$ cat src/rtl/cc_screen_sequencer_pkg.sv
// Shared state encoding and screen-mux select codes for the screen sequencer.
package cc_screen_sequencer_pkg;

  typedef enum logic [2:0] {
    ST_IDLE      = 3'd0,
    ST_CLEAR     = 3'd1,
    ST_FILL      = 3'd2,
    ST_PLAY      = 3'd3,
    ST_BLINK_ON  = 3'd4,
    ST_BLINK_OFF = 3'd5
  } state_t;

  localparam logic [1:0] SEL_OFF    = 2'd0;
  localparam logic [1:0] SEL_ON     = 2'd1;
  localparam logic [1:0] SEL_RANDOM = 2'd2;

  function automatic logic [1:0] sel_for_state(input state_t s);
    case (s)
      ST_FILL, ST_BLINK_ON: return SEL_ON;
      ST_PLAY:              return SEL_RANDOM;
      default:              return SEL_OFF;
    endcase
  endfunction

endpackage

$ cat src/rtl/cc_screen_sequencer_frame_counter.sv
// Frame-tick counter with synchronous clear and a terminal-count hit flag.
module cc_screen_sequencer_frame_counter #(
  parameter int unsigned WIDTH = 8
) (
  input  logic             i_clk,
  input  logic             i_rst_n,
  input  logic             i_clr,
  input  logic             i_en,
  input  logic [WIDTH-1:0] i_terminal,
  output logic             o_hit
);

  logic [WIDTH-1:0] r_count;

  // Hit flags the tick that would bring the count up to the terminal value.
  assign o_hit = i_en && (r_count == (i_terminal - WIDTH'(1)));

  always_ff @(posedge i_clk) begin
    if (!i_rst_n) begin
      r_count <= '0;
    end else if (i_clr) begin
      r_count <= '0;
    end else if (i_en) begin
      r_count <= r_count + WIDTH'(1);
    end
  end

endmodule

$ cat src/rtl/cc_screen_sequencer.sv
// Frame-synchronous screen sequencer: clear, start flash, play, game-over blink.
module cc_screen_sequencer
  import cc_screen_sequencer_pkg::*;
#(
  parameter int unsigned SEQ_SELECTWIDTH = 8,
  parameter int unsigned SEQ_TICKWIDTH   = 8,
  parameter int unsigned SEQ_CLEAR_TICKS = 4,
  parameter int unsigned SEQ_FILL_TICKS  = 4,
  parameter int unsigned SEQ_BLINK_HALF  = 2,
  parameter int unsigned SEQ_BLINK_COUNT = 3
) (
  input  logic                       CC_SCREENSEQ_CLOCK_50,
  input  logic                       CC_SCREENSEQ_RESET_InLow,
  input  logic                       CC_SCREENSEQ_start_InLow,
  input  logic                       CC_SCREENSEQ_gameover_InHigh,
  input  logic                       CC_SCREENSEQ_frametick_InHigh,
  output logic [SEQ_SELECTWIDTH-1:0] CC_SCREENSEQ_select_OutBUS,
  output logic                       CC_SCREENSEQ_busy_OutHigh,
  output logic                       CC_SCREENSEQ_done_OutHigh
);

  state_t                   r_state;
  state_t                   w_next;
  logic [SEQ_TICKWIDTH-1:0] r_pairs;
  logic [SEQ_TICKWIDTH-1:0] w_terminal;
  logic                     w_tick_en;
  logic                     w_hit;
  logic                     w_clr;
  logic                     w_done;
  logic                     w_pair_inc;
  logic                     w_pair_clr;

  cc_screen_sequencer_frame_counter #(
    .WIDTH(SEQ_TICKWIDTH)
  ) u_frame_counter (
    .i_clk      (CC_SCREENSEQ_CLOCK_50),
    .i_rst_n    (CC_SCREENSEQ_RESET_InLow),
    .i_clr      (w_clr),
    .i_en       (w_tick_en),
    .i_terminal (w_terminal),
    .o_hit      (w_hit)
  );

  always_comb begin
    w_tick_en = 1'b0;
    w_terminal = SEQ_TICKWIDTH'(SEQ_BLINK_HALF);
    case (r_state)
      ST_CLEAR: begin
        w_tick_en  = CC_SCREENSEQ_frametick_InHigh;
        w_terminal = SEQ_TICKWIDTH'(SEQ_CLEAR_TICKS);
      end
      ST_FILL: begin
        w_tick_en  = CC_SCREENSEQ_frametick_InHigh;
        w_terminal = SEQ_TICKWIDTH'(SEQ_FILL_TICKS);
      end
      ST_BLINK_ON, ST_BLINK_OFF: w_tick_en = CC_SCREENSEQ_frametick_InHigh;
      default: ;
    endcase
  end

  always_comb begin
    w_next     = r_state;
    w_done     = 1'b0;
    w_pair_inc = 1'b0;
    w_pair_clr = 1'b0;
    case (r_state)
      ST_IDLE:  if (!CC_SCREENSEQ_start_InLow) w_next = ST_CLEAR;
      ST_CLEAR: if (w_hit) w_next = ST_FILL;
      ST_FILL:  if (w_hit) w_next = ST_PLAY;
      ST_PLAY: begin
        if (CC_SCREENSEQ_gameover_InHigh) begin
          w_next     = ST_BLINK_ON;
          w_pair_clr = 1'b1;
        end
      end
      ST_BLINK_ON: if (w_hit) w_next = ST_BLINK_OFF;
      ST_BLINK_OFF: begin
        if (w_hit) begin
          if (r_pairs == SEQ_TICKWIDTH'(SEQ_BLINK_COUNT - 1)) begin
            w_next = ST_IDLE;
            w_done = 1'b1;
          end else begin
            w_next     = ST_BLINK_ON;
            w_pair_inc = 1'b1;
          end
        end
      end
      default: w_next = ST_IDLE;
    endcase
  end

  // Any state change restarts the frame count, so a tick coincident with
  // gameover in PLAY is never carried into the first blink half.
  assign w_clr = (w_next != r_state);

  always_ff @(posedge CC_SCREENSEQ_CLOCK_50) begin
    if (!CC_SCREENSEQ_RESET_InLow) begin
      r_state                    <= ST_IDLE;
      r_pairs                    <= '0;
      CC_SCREENSEQ_select_OutBUS <= '0;
      CC_SCREENSEQ_busy_OutHigh  <= 1'b0;
      CC_SCREENSEQ_done_OutHigh  <= 1'b0;
    end else begin
      r_state                    <= w_next;
      CC_SCREENSEQ_select_OutBUS <= SEQ_SELECTWIDTH'(sel_for_state(w_next));
      CC_SCREENSEQ_busy_OutHigh  <= (w_next != ST_IDLE);
      CC_SCREENSEQ_done_OutHigh  <= w_done;
      if (w_pair_clr) begin
        r_pairs <= '0;
      end else if (w_pair_inc) begin
        r_pairs <= r_pairs + SEQ_TICKWIDTH'(1);
      end
    end
  end

endmodule

$ cat config.mk
export PLATFORM = sky130hd
export DESIGN_NAME = cc_screen_sequencer
export DESIGN_NICKNAME = d
export VERILOG_FILES = /design/src/rtl/cc_screen_sequencer_pkg.sv /design/src/rtl/cc_screen_sequencer_frame_counter.sv /design/src/rtl/cc_screen_sequencer.sv
export SDC_FILE = /design/constraint.sdc
export NUM_CORES = 1
export LEC_CHECK = 0
export ABC_CLOCK_PERIOD_IN_PS = 2100
export CAP_MARGIN = 20
export CELL_PAD_IN_SITES_DETAIL_PLACEMENT = 1
export CELL_PAD_IN_SITES_GLOBAL_PLACEMENT = 1
export CORE_UTILIZATION = 25
export CTS_CLUSTER_SIZE = 10
export DETAILED_ROUTE_END_ITERATION = 8
export GPL_ROUTABILITY_DRIVEN = 0
export PLACE_DENSITY_LB_ADDON = 0.1
export SLEW_MARGIN = 20
export SYNTH_ARGS = -nofsm -noshare
export SYNTH_HDL_FRONTEND = slang
export SYNTH_SLANG_ARGS = --single-unit
$ cat constraint.sdc
create_clock -name CC_SCREENSEQ_CLOCK_50 -period 2.1 [get_ports CC_SCREENSEQ_CLOCK_50]
set_input_delay 0.315 -clock CC_SCREENSEQ_CLOCK_50 [delete_from_list [all_inputs] [get_ports CC_SCREENSEQ_CLOCK_50]]
set_output_delay 0.315 -clock CC_SCREENSEQ_CLOCK_50 [all_outputs]
set_load 0.005 [all_outputs]
==> summary.md, run 1 <==
| Metric | Value |
|---|---|
| IO Port Bufs | `8` |
| GRT Resource Usage Total | `0.1234` |
| CTS tree | `done` |
| Max-slew violations | `0` |
| Yosys reg bits | `23` |
| Vias in the first global route | `slightly above 1,000` |
| CP Max Fanout | `6` |
| CTS Buffer Depth | `2` |
| Post-synth top cells | `dfxtp_1, nor2_1, xor2_1, nand4_1` |
| Top FF cell, synth | `dfxtp_1` |
| Initial antenna violation count | `0` |
| Final core utilization | `0.3066` |
| # fillers | `584` |
| Unrepaired setup endpoints after global routing | `false` |
| CP endpoint kind | `register` |
| Switching power total | `0.2020 mW` |
| Vias per cell | `4.586` |
| Logic pwr share | `0.095` |
| Inserted Clock Buffers | `3` |
| Die height | `73.80 um` |
| Distinct cells, synth | `46` |
| Post-Synth XOR/XNOR Area | `0.09515` |
| Seq. cell area | `460.4 sq um` |
| Clock Skew | `~0.0074 ns` |
| Initial core utilization | `0.2658` |
| Post-CTS setup buffers | `0` |
| Die width | `approximately 74 um` |
| Setup crit start kind | `register` |
| Sw Ratio | `0.2493` |
| Cell row count | `25` |
| Largest net degree at the start of global routing | `14` |
| Max Clock Freq | `around 530 MHz` |
| Worst EP required | `about 2.3 ns` |
| CTS HTree Levels | `1` |
| Leakage | `~0.56 nW` |
| DR iter-0 viols | `47` |
| Clock sinks | `23` |
| Synth Area in Simple Gates | `0.2864` |
| Final hold vios | `0` |
| DRT Pass-1 Iters | `3` |
| Root buf cell | `clkbuf_8` |
| Worst-path clk slew | `about 0.090 ns` |
| Final WL | `around 2900 um` |
| Netlist Area Pre-Place | `between 1000 and 1500 sq um` |
| Clk_lat worst skew | `0.27 ns` |
| Synth area leader | `dfxtp_1` |
| Antenna diodes | `0` |
| CTS Hold Bufs | `0` |
| Synth Area per Inst | `just under 9 sq um` |
| Synth warn | `0` |
| WP data arrival | `approximately 2.1 ns` |
| Die area | `between 5000 and 6000 sq um` |
| Via count | `about 1,000` |
| Post-synthesis async set-or-reset flop share | `0` |
| Core area | `around 4800 sq um` |
| Clock power share | `0.356` |
| # IOs | `15` |
| # setup viols final | `0` |
| Share of layout cells above drive strength 1 | `0.1125` |
| Met3 Use GR | `0.03429` |
| GRT met2 Usage | `0.1967` |
| Period minus WS final | `1.902 ns` |
| Share of the synthesized area in the top cell type | `0.3573` |
| Seq pwr share | `0.549` |
| Routed WL per cell | `about 13 um` |
| Status | `completed` |
| Worst VDD drop | `0.3016 mV` |
| Largest cells by area after synthesis | `dfxtp_1, xor2_1, nor2_1, nand4_1, buf_4` |
| Seq/Total Area, Yosys | `0.3573` |
| CTS resizes | `0` |
| Final worst-path cycle share | `0.9055` |
| Power per cell area | `approximately 550 nW/um^2` |
| Max Cap Viol | `0` |
| Sum Neg Setup Slack | `0 ns` |
| Worst Setup Path Type | `register to register` |
| Nets | `169` |
| Count leader, synth | `dfxtp_1` |
| Met1 Usage GRT | `0.1580` |
| Proportion of synthesized area in mux cells | `0.02427` |
| Post-route ant nets | `0` |
| Adder-Cell Fraction of Synth Area | `0.02913` |
| Gr busiest metal | `met2` |
| Grt ovf | `0` |
| Area of the multi-input gates | `about 760 sq um` |
| First-pass GRT wire length | `between 4000 and 5000 um` |
| EDFF count, synth | `0` |
| Largest family of logic cells by synthesized area | `simple AND/OR/NAND/NOR gates` |
| Drt drc | `0` |
| Worst hold path class | `register to register` |
| Compound-gate portion of the synthesized area | `0.1340` |
| Dpl hpwl | `2171 um` |
| Synth Instances | `roughly 150` |
| Int Power | `between 0.6 and 0.7 mW` |
| Area grow syn2layout | `15.34%` |
[metrics by stage]
step	area, sq um	total power [mW]	hold WS, ns	instances	worst slack, ns
2_1_floorplan	1308	0.5105	0.4432	154	0.5066
3_3_place_gp	1440	0.5322	0.4774	223	0.2197
3_5_place_dp	1440	0.5334	0.4971	223	0.1449
4_1_cts	1486	0.8264	0.5108	227	0.1759
5_1_grt	1486	0.8549	0.5606	227	0.06922
6_report	1486	0.8104	0.5109	227	0.1984
[kinds of logic (layout without fill, tap and decap cells)]
| group | count (synthesis) | count (layout) |
|---|---|---|
| flip-flops | 23 | 23 |
| other | 1 | 6 |
| XOR/XNOR | 14 | 14 |
| AO/OA/AOI/OAI | 25 | 25 |
| buffers and inverters | 15 | 21 |
| multiplexers | 3 | 3 |
| AND/OR/NAND/NOR | 65 | 65 |
| adder cells (fa/ha/maj) | 3 | 3 |
[placed cells by master, fill, tap and decap left out, types with 2 or more instances in the layout]
| master | count |
|---|---|
| and4_1 | 2 |
| nand2b_1 | 3 |
| buf_4 | 7 |
| inv_1 | 2 |
| nor3b_1 | 2 |
| clkbuf_8 | 3 |
| dfxtp_1 | 23 |
| nor3_1 | 3 |
| a21oi_1 | 8 |
| ha_1 | 3 |
| xnor2_1 | 3 |
| nor2b_1 | 4 |
| conb_1 | 6 |
| mux2i_1 | 2 |
| nor2_1 | 17 |
| nand4_1 | 9 |
| nand2_1 | 8 |
| clkdlybuf4s50_1 | 8 |
| xor2_1 | 11 |
| o21ai_0 | 5 |
| and2_1 | 3 |
| and3_1 | 4 |
[sequential cells by signal (all words and copies together), names as in the netlist]
register	count
r_pairs	8
CC_SCREENSEQ_done_OutHigh	1
CC_SCREENSEQ_select_OutBUS	2
u_frame_counter.r_count	8
r_state	3
CC_SCREENSEQ_busy_OutHigh	1
[cell type report]
type                            instances  share of cell area
Multi-Input combinational cell        116              0.5084
Sequential cell                        23              0.3098
Timing Repair Buffer                   15             0.08923
Tap cell                               67             0.05640
Clock buffer                            3             0.02778
Inverter                                2            0.005050
Clock inverter                          1            0.003367
[final timing paths]
check / from / endpoint / slack, ns / depth (start not counted)
setup / recovery: r_pairs[0] / r_pairs[4] / 0.20 / 8
hold / removal: r_pairs[1] / r_pairs[1] / 0.51 / 2
hold reg to reg: r_pairs[1] / r_pairs[1] / 0.51 / 2
setup reg to reg: r_pairs[0] / r_pairs[4] / 0.20 / 8
[worst max-delay path: stages (launching register included)]
cell and delay [ns]:
dfxtp_1 0.35, inv_1 0.08, ha_1 0.19, nor4b_1 0.14, buf_4 0.15, a21boi_2 0.28
nand3_2 0.14, or3_1 0.36, a21oi_1 0.15
[power groups by stage]
stage,logic (mW),clock network [mW],registers (mW)
detailed placement,0.0780,0,0.455
finish,0.0772,0.288,0.445
global placement,0.0774,0,0.455
CTS,0.0784,0.303,0.445
global route,0.0873,0.322,0.446
floorplan,0.0548,0,0.456
[routing by layer]
layer | vias to the layer above | wire length [um]
met1 | 492 | 1386
met4 | 0 | 43
met3 | 4 | 108
met2 | 14 | 1318
met5 | - | 0
li1 | 531 | -
(Power assumes the default switching activity.)
==> inputs of run 2 (changes only) <==
CORE_UTILIZATION = 43   (was 25)
CTS_BUF_LIST = sky130_fd_sc_hd__clkbuf_8   (was not set)
==> summary.md, run 2 (same netlist as run 1, synthesis figures left out) <==
| Metric | Value |
|---|---|
| Status | `complete, but fails checks` |
| Failing checks | `DRC` |
| # setup viols final | `0 (unchanged)` |
| Antenna diodes | `0 (unchanged)` |
| Max Clock Freq | `527.1 MHz (+0.23%)` |
| Worst VDD drop | `0.2744 mV (-9.0%)` |
| CTS Buffer Depth | `2 (unchanged)` |
| Final hold vios | `0 (unchanged)` |
| Leakage | `0.5771 nW (+3.2%)` |
| DR iter-0 viols | `23 (-51%)` |
| Sum Neg Setup Slack | `0 ns (unchanged)` |
| Crit-path max cell delay | `0.36 ns (about the same)` |
| Worst Setup Path Type | `register to register` |
| Final worst-path cycle share | `0.9034 (-0.002086)` |
| Drt drc | `2 (+2)` |
| Setup crit start kind | `register` |
| CTS HTree Levels | `1 (unchanged)` |
| Area grow syn2layout | `13.49%` |
| Inserted Clock Buffers | `3 (unchanged)` |
| Via count | `1,072 (+3.0%)` |
| Initial antenna violation count | `0 (unchanged)` |
| Vias in the first global route | `1,110 (+10%)` |
| Worst-path clk slew | `0.08 ns (about the same)` |
| CTS resizes | `0 (unchanged)` |
| Worst hold path class | `register to register` |
| Most frequent cells in the layout | `dfxtp_1, nor2_1, xor2_1` |
| Worst EP required | `2.29 ns (-0.02 ns)` |
| Core area | `2805 sq um (-42%)` |
| Commonest non-fill, non-tap cell in the layout | `dfxtp_1` |
| Share of layout cells above drive strength 1 | `0.1227 (+0.01020)` |
| Root buf cell | `clkbuf_8` |
| Dpl hpwl | `2141 um (-1.4%)` |
| Routed WL per cell | `14.37 um (+14%)` |
| Clk_lat worst skew | `0.26 ns (about the same)` |
| Initial core utilization | `0.4594 (+0.1936)` |
| Die height | `56.75 um (-23%)` |
| Dpl cell area | `1395 sq um (-3.1%)` |
| Vias per cell | `5.526 (+20%)` |
| Unrepaired setup endpoints after global routing | `false` |
| Cell row count | `19 (-24%)` |
| IO Port Bufs | `8 (unchanged)` |
| CTS tree | `done` |
| Nets | `172 (+1.8%)` |
| CTS Hold Bufs | `0 (unchanged)` |
| WP data arrival | `2.08 ns (-0.03 ns)` |
| Final WL | `2787 um (-2.5%)` |
| CP endpoint kind | `register` |
| Slowest stage cell, crit path | `or3_1` |
| Grt ovf | `0 (unchanged)` |
| Clock sinks | `23 (unchanged)` |
| Power per cell area | `538.4 nW/um^2 (-1.2%)` |
| Post-route ant nets | `0 (unchanged)` |
| DRT Pass-1 Iters | `6 (+3)` |
| Largest net degree at the start of global routing | `14 (unchanged)` |
| # IOs | `15 (unchanged)` |
| Design area | `1463 sq um (-1.6%)` |
| Worst path cell trace | `inv_1, ha_1, nor4b_1, buf_4, a21boi_2, nand3_2, or3_1, a21oi_1` |
| Die area | `3220 sq um (-41%)` |
| First-pass GRT wire length | `5133 um (+3.3%)` |
| Period minus WS final | `1.897 ns (-0.004381 ns)` |
| Max-slew violations | `0 (unchanged)` |
| Max Cap Viol | `0 (unchanged)` |
| Top Registers | `r_pairs: 8 flops, u_frame_counter.r_count: 8 flops, r_state: 3 flops` |
| Clock Skew | `0.002435 ns (-0.005003 ns)` |
| CP Max Fanout | `6 (unchanged)` |
| Die width | `56.75 um (-23%)` |
| GRT Resource Usage Total | `0.1989 (+0.07559)` |
==> run 2: cell types whose count changed in the layout (fill, tap and decap cells not counted), sizes merged <==
cell    before  now
buf          7   10
clkinv       1    0
inv          2    3
==> run 2: worst max-delay path: cells and delay by family, from the launching register on <==
family / cells / cell delay (ns)
simple gates: 3 / 0.64
compound gates: 2 / 0.41
flops: 1 / 0.35
buf+inv: 2 / 0.23
fa+ha+maj: 1 / 0.20
==> run 2: routing by layer <==
layer  vias to the layer above  global-route usage  wire length (um)  part of all wire
met5                         -                   0                 0                 0
met4                         0             0.04181                26            0.0093
met3                         4             0.02074                62             0.022
met2                        17              0.3622              1452              0.52
met1                       515              0.2521              1245              0.45
li1                        536                   -                 -                 -
==> run 2: worst paths after layout <==
path	to	cells after the start	slack (ns)	from
hold / removal	r_pairs[1]	2	0.52	r_pairs[1]
setup / recovery	r_pairs[4]	8	0.20	r_pairs[0]
setup reg to reg	r_pairs[4]	8	0.20	r_pairs[0]
hold reg to reg	r_pairs[1]	2	0.52	r_pairs[1]
==> run 2: area by class of cell <==
| class | count | area (sq um) |
|---|---|---|
| Fill cell | 341 | 1343 |
| Multi-Input combinational cell | 116 | 755.7 |
| Sequential cell | 23 | 460.4 |
| Timing Repair Buffer | 18 | 155.1 |
| Clock buffer | 3 | 41.29 |
| Tap cell | 31 | 38.79 |
| Inverter | 2 | 7.507 |
| Clock inverter | 1 | 3.754 |
==> run 2: what timing repair did <==
action / in CTS / in global routing
buffers inserted: 0 / 3
hold endpoints to repair: 0 / 0
setup endpoints to repair: 0 / 1
==> run 2: power by group <==
part	leakage, nW	internal [mW]	switching [mW]	total, mW
logic	0.364	0.0354	0.0394	0.0748
registers	0.186	0.441	0.00618	0.447
clock network	0.0269	0.130	0.135	0.266
==> run 2: metrics by stage <==
| stage | power [mW] | cells | util | worst slack, ns | hold WS [ns] |
|---|---|---|---|---|---|
| 2_1_floorplan | 0.5105 | 154 | - | 0.5066 | 0.4432 |
| 3_3_place_gp | 0.5286 | 187 | 0.4973 | 0.2487 | 0.4778 |
| 3_5_place_dp | 0.5314 | 187 | 0.4973 | 0.1593 | 0.5196 |
| 4_1_cts | 0.7984 | 191 | 0.5134 | 0.1506 | 0.5311 |
| 5_1_grt | 0.8279 | 194 | 0.5214 | 0.03018 | 0.5707 |
| 6_report | 0.7875 | 194 | 0.5214 | 0.2028 | 0.5195 |
==> inputs of run 3 (changes only) <==
CORE_ASPECT_RATIO = 1.2   (was not set)
==> summary.md, run 3 (same netlist as run 1, synthesis figures left out) <==
| Metric | Value |
|---|---|
| Core area | `2811 sq um (+0.22%)` |
| Die area | `3221 sq um (about the same)` |
| Initial core utilization | `0.4584 (-0.001022)` |
| Area grow syn2layout | `12.91%` |
| Seq. cell area | `460.4 sq um (unchanged)` |
| IO Port Bufs | `8 (unchanged)` |
| Leakage | `0.5604 nW (-2.9%)` |
| Worst-path clk slew | `0.09 ns (about the same)` |
| Clk_lat worst skew | `0.27 ns (about the same)` |
| Max Cap Viol | `0 (unchanged)` |
| Final hold vios | `0 (unchanged)` |
| Clock sinks | `23 (unchanged)` |
| Routed WL per cell | `14.40 um (+0.24%)` |
| Clock Skew | `0.007522 ns (+0.005086 ns)` |
| Gr busiest metal | `met2` |
| Clock power share | `0.359 (+0.022)` |
| Worst hold path class | `register to register` |
| CTS resizes | `0 (unchanged)` |
| Seq pwr share | `0.547 (-0.021)` |
| DRT Pass-1 Iters | `4 (-2)` |
| Vias in the first global route | `1,076 (-3.1%)` |
| Worst EP required | `2.31 ns (+0.02 ns)` |
| Final core utilization | `0.5176 (-0.003830)` |
| GRT met2 Usage | `0.3645 (+0.002224)` |
| Die width | `51.98 um (-8.4%)` |
| Largest net degree at the start of global routing | `15 (+1)` |
| Sw Ratio | `0.2513 (+0.02151)` |
| Area of the multi-input gates | `755.7 sq um (unchanged)` |
| Top Registers | `r_pairs: 8 flops, u_frame_counter.r_count: 8 flops, r_state: 3 flops` |
| Inserted Clock Buffers | `3 (unchanged)` |
| Int Power | `0.6112 mW (+0.77%)` |
| Sum Neg Setup Slack | `0 ns (unchanged)` |
| Most frequent cells in the layout | `dfxtp_1, nor2_1, xor2_1` |
| Met3 Use GR | `0.02920 (+0.008460)` |
| Via count | `1,052 (-1.9%)` |
| Dpl hpwl | `2086 um (-2.6%)` |
| Drt drc | `0 (-2)` |
| GRT Resource Usage Total | `0.1947 (-0.004252)` |
| # IOs | `15 (unchanged)` |
| Post-CTS setup buffers | `0 (unchanged)` |
| Switching power total | `0.2051 mW (+13%)` |
| Nets | `170 (-1.2%)` |
| Final worst-path cycle share | `0.9199 (+0.01642)` |
| CP Max Fanout | `6 (unchanged)` |
| Design area | `1455 sq um (-0.51%)` |
| Die height | `61.97 um (+9.2%)` |
| Met1 Usage GRT | `0.2129 (-0.03920)` |
| DR iter-0 viols | `12 (-48%)` |
| WP data arrival | `2.14 ns (+0.06 ns)` |
| Dpl cell area | `1406 sq um (+0.81%)` |
| Max-slew violations | `0 (unchanged)` |
| Final WL | `2808 um (+0.75%)` |
| Worst Setup Path Type | `register to register` |
| # fillers | `331 (-2.9%)` |
| CTS Buffer Depth | `2 (unchanged)` |
| CTS HTree Levels | `1 (unchanged)` |
| Period minus WS final | `1.932 ns (+0.03449 ns)` |
| Initial antenna violation count | `0 (unchanged)` |
| Logic pwr share | `0.093 (-0.002)` |
| FF-to-FF setup slack | `0.17 ns (-0.03 ns)` |
| First-pass GRT wire length | `4554 um (-11%)` |
| Power per cell area | `561.0 nW/um^2 (+4.2%)` |
| Setup crit start kind | `register` |
| CP endpoint kind | `register` |
| Status | `completed` |
| Root buf cell | `clkbuf_8` |
| Max Clock Freq | `517.7 MHz (-1.8%)` |
| Commonest non-fill, non-tap cell in the layout | `dfxtp_1` |
| Grt ovf | `0 (unchanged)` |
| Share of layout cells above drive strength 1 | `0.1180 (-0.004687)` |
| Unrepaired setup endpoints after global routing | `false` |
| Worst VDD drop | `0.3280 mV (+20%)` |
| CTS Hold Bufs | `0 (unchanged)` |
| Post-route ant nets | `0 (unchanged)` |
| # setup viols final | `0 (unchanged)` |
| Antenna diodes | `0 (unchanged)` |
| CTS tree | `done` |
| Vias per cell | `5.395 (-2.4%)` |
| Cell row count | `21 (+2)` |
## run 3: cell count changes in the layout (fill, tap and decap cells not counted)
cell / change
clkinvlp_4: +1
inv_1: -1
buf_4: -2
## run 3: path summary, 6_finish.rpt
check,endpoint,depth (start not counted),start
hold reg to reg,r_pairs[1],2,r_pairs[1]
hold / removal,r_pairs[1],2,r_pairs[1]
setup / recovery,r_pairs[4],8,r_pairs[0]
setup reg to reg,r_pairs[4],8,r_pairs[0]
## run 3: power groups by stage
| stage | Clock (mW) | Combinational (mW) | Sequential [mW] |
|---|---|---|---|
| floorplan | 0 | 0.0548 | 0.456 |
| global placement | 0 | 0.0736 | 0.457 |
| detailed placement | 0 | 0.0750 | 0.457 |
| CTS | 0.303 | 0.0762 | 0.447 |
| global route | 0.323 | 0.0843 | 0.448 |
| finish | 0.293 | 0.0762 | 0.447 |
## run 3: layer usage
layer  routed length, um  part of all wire
met5                   0                 0
met4                  47             0.017
met3                  76             0.027
met2                1449              0.52
met1                1235              0.44
## run 3: metrics by stage
step	worst slack, ns	hold slack, ns	cells	total power, mW
floorplan	0.5066	0.4432	154	0.5105
global placement	0.2444	0.4759	191	0.5304
detailed placement	0.1681	0.4894	191	0.5317
CTS	0.1524	0.5028	195	0.8263
global route	0.01110	0.5401	195	0.8556
finish	0.1683	0.4989	195	0.8163
## run 3: worst max-delay path: stages, from the launching register on
cell,delay [ns]
dfxtp_1,0.36
inv_1,0.08
ha_1,0.19
nor4b_1,0.14
buf_4,0.15
a21boi_2,0.27
nand3_2,0.14
or3_1,0.38
a21oi_1,0.15
## run 3: layout make-up
cell class / instances / share of cell area
inverters: 2 / 0.005159
clock inverters: 1 / 0.005159
well taps: 34 / 0.02923
flip-flops and latches: 23 / 0.3164
repair buffers: 16 / 0.09630
clock buffers: 3 / 0.02837
multi-input cells: 116 / 0.5193
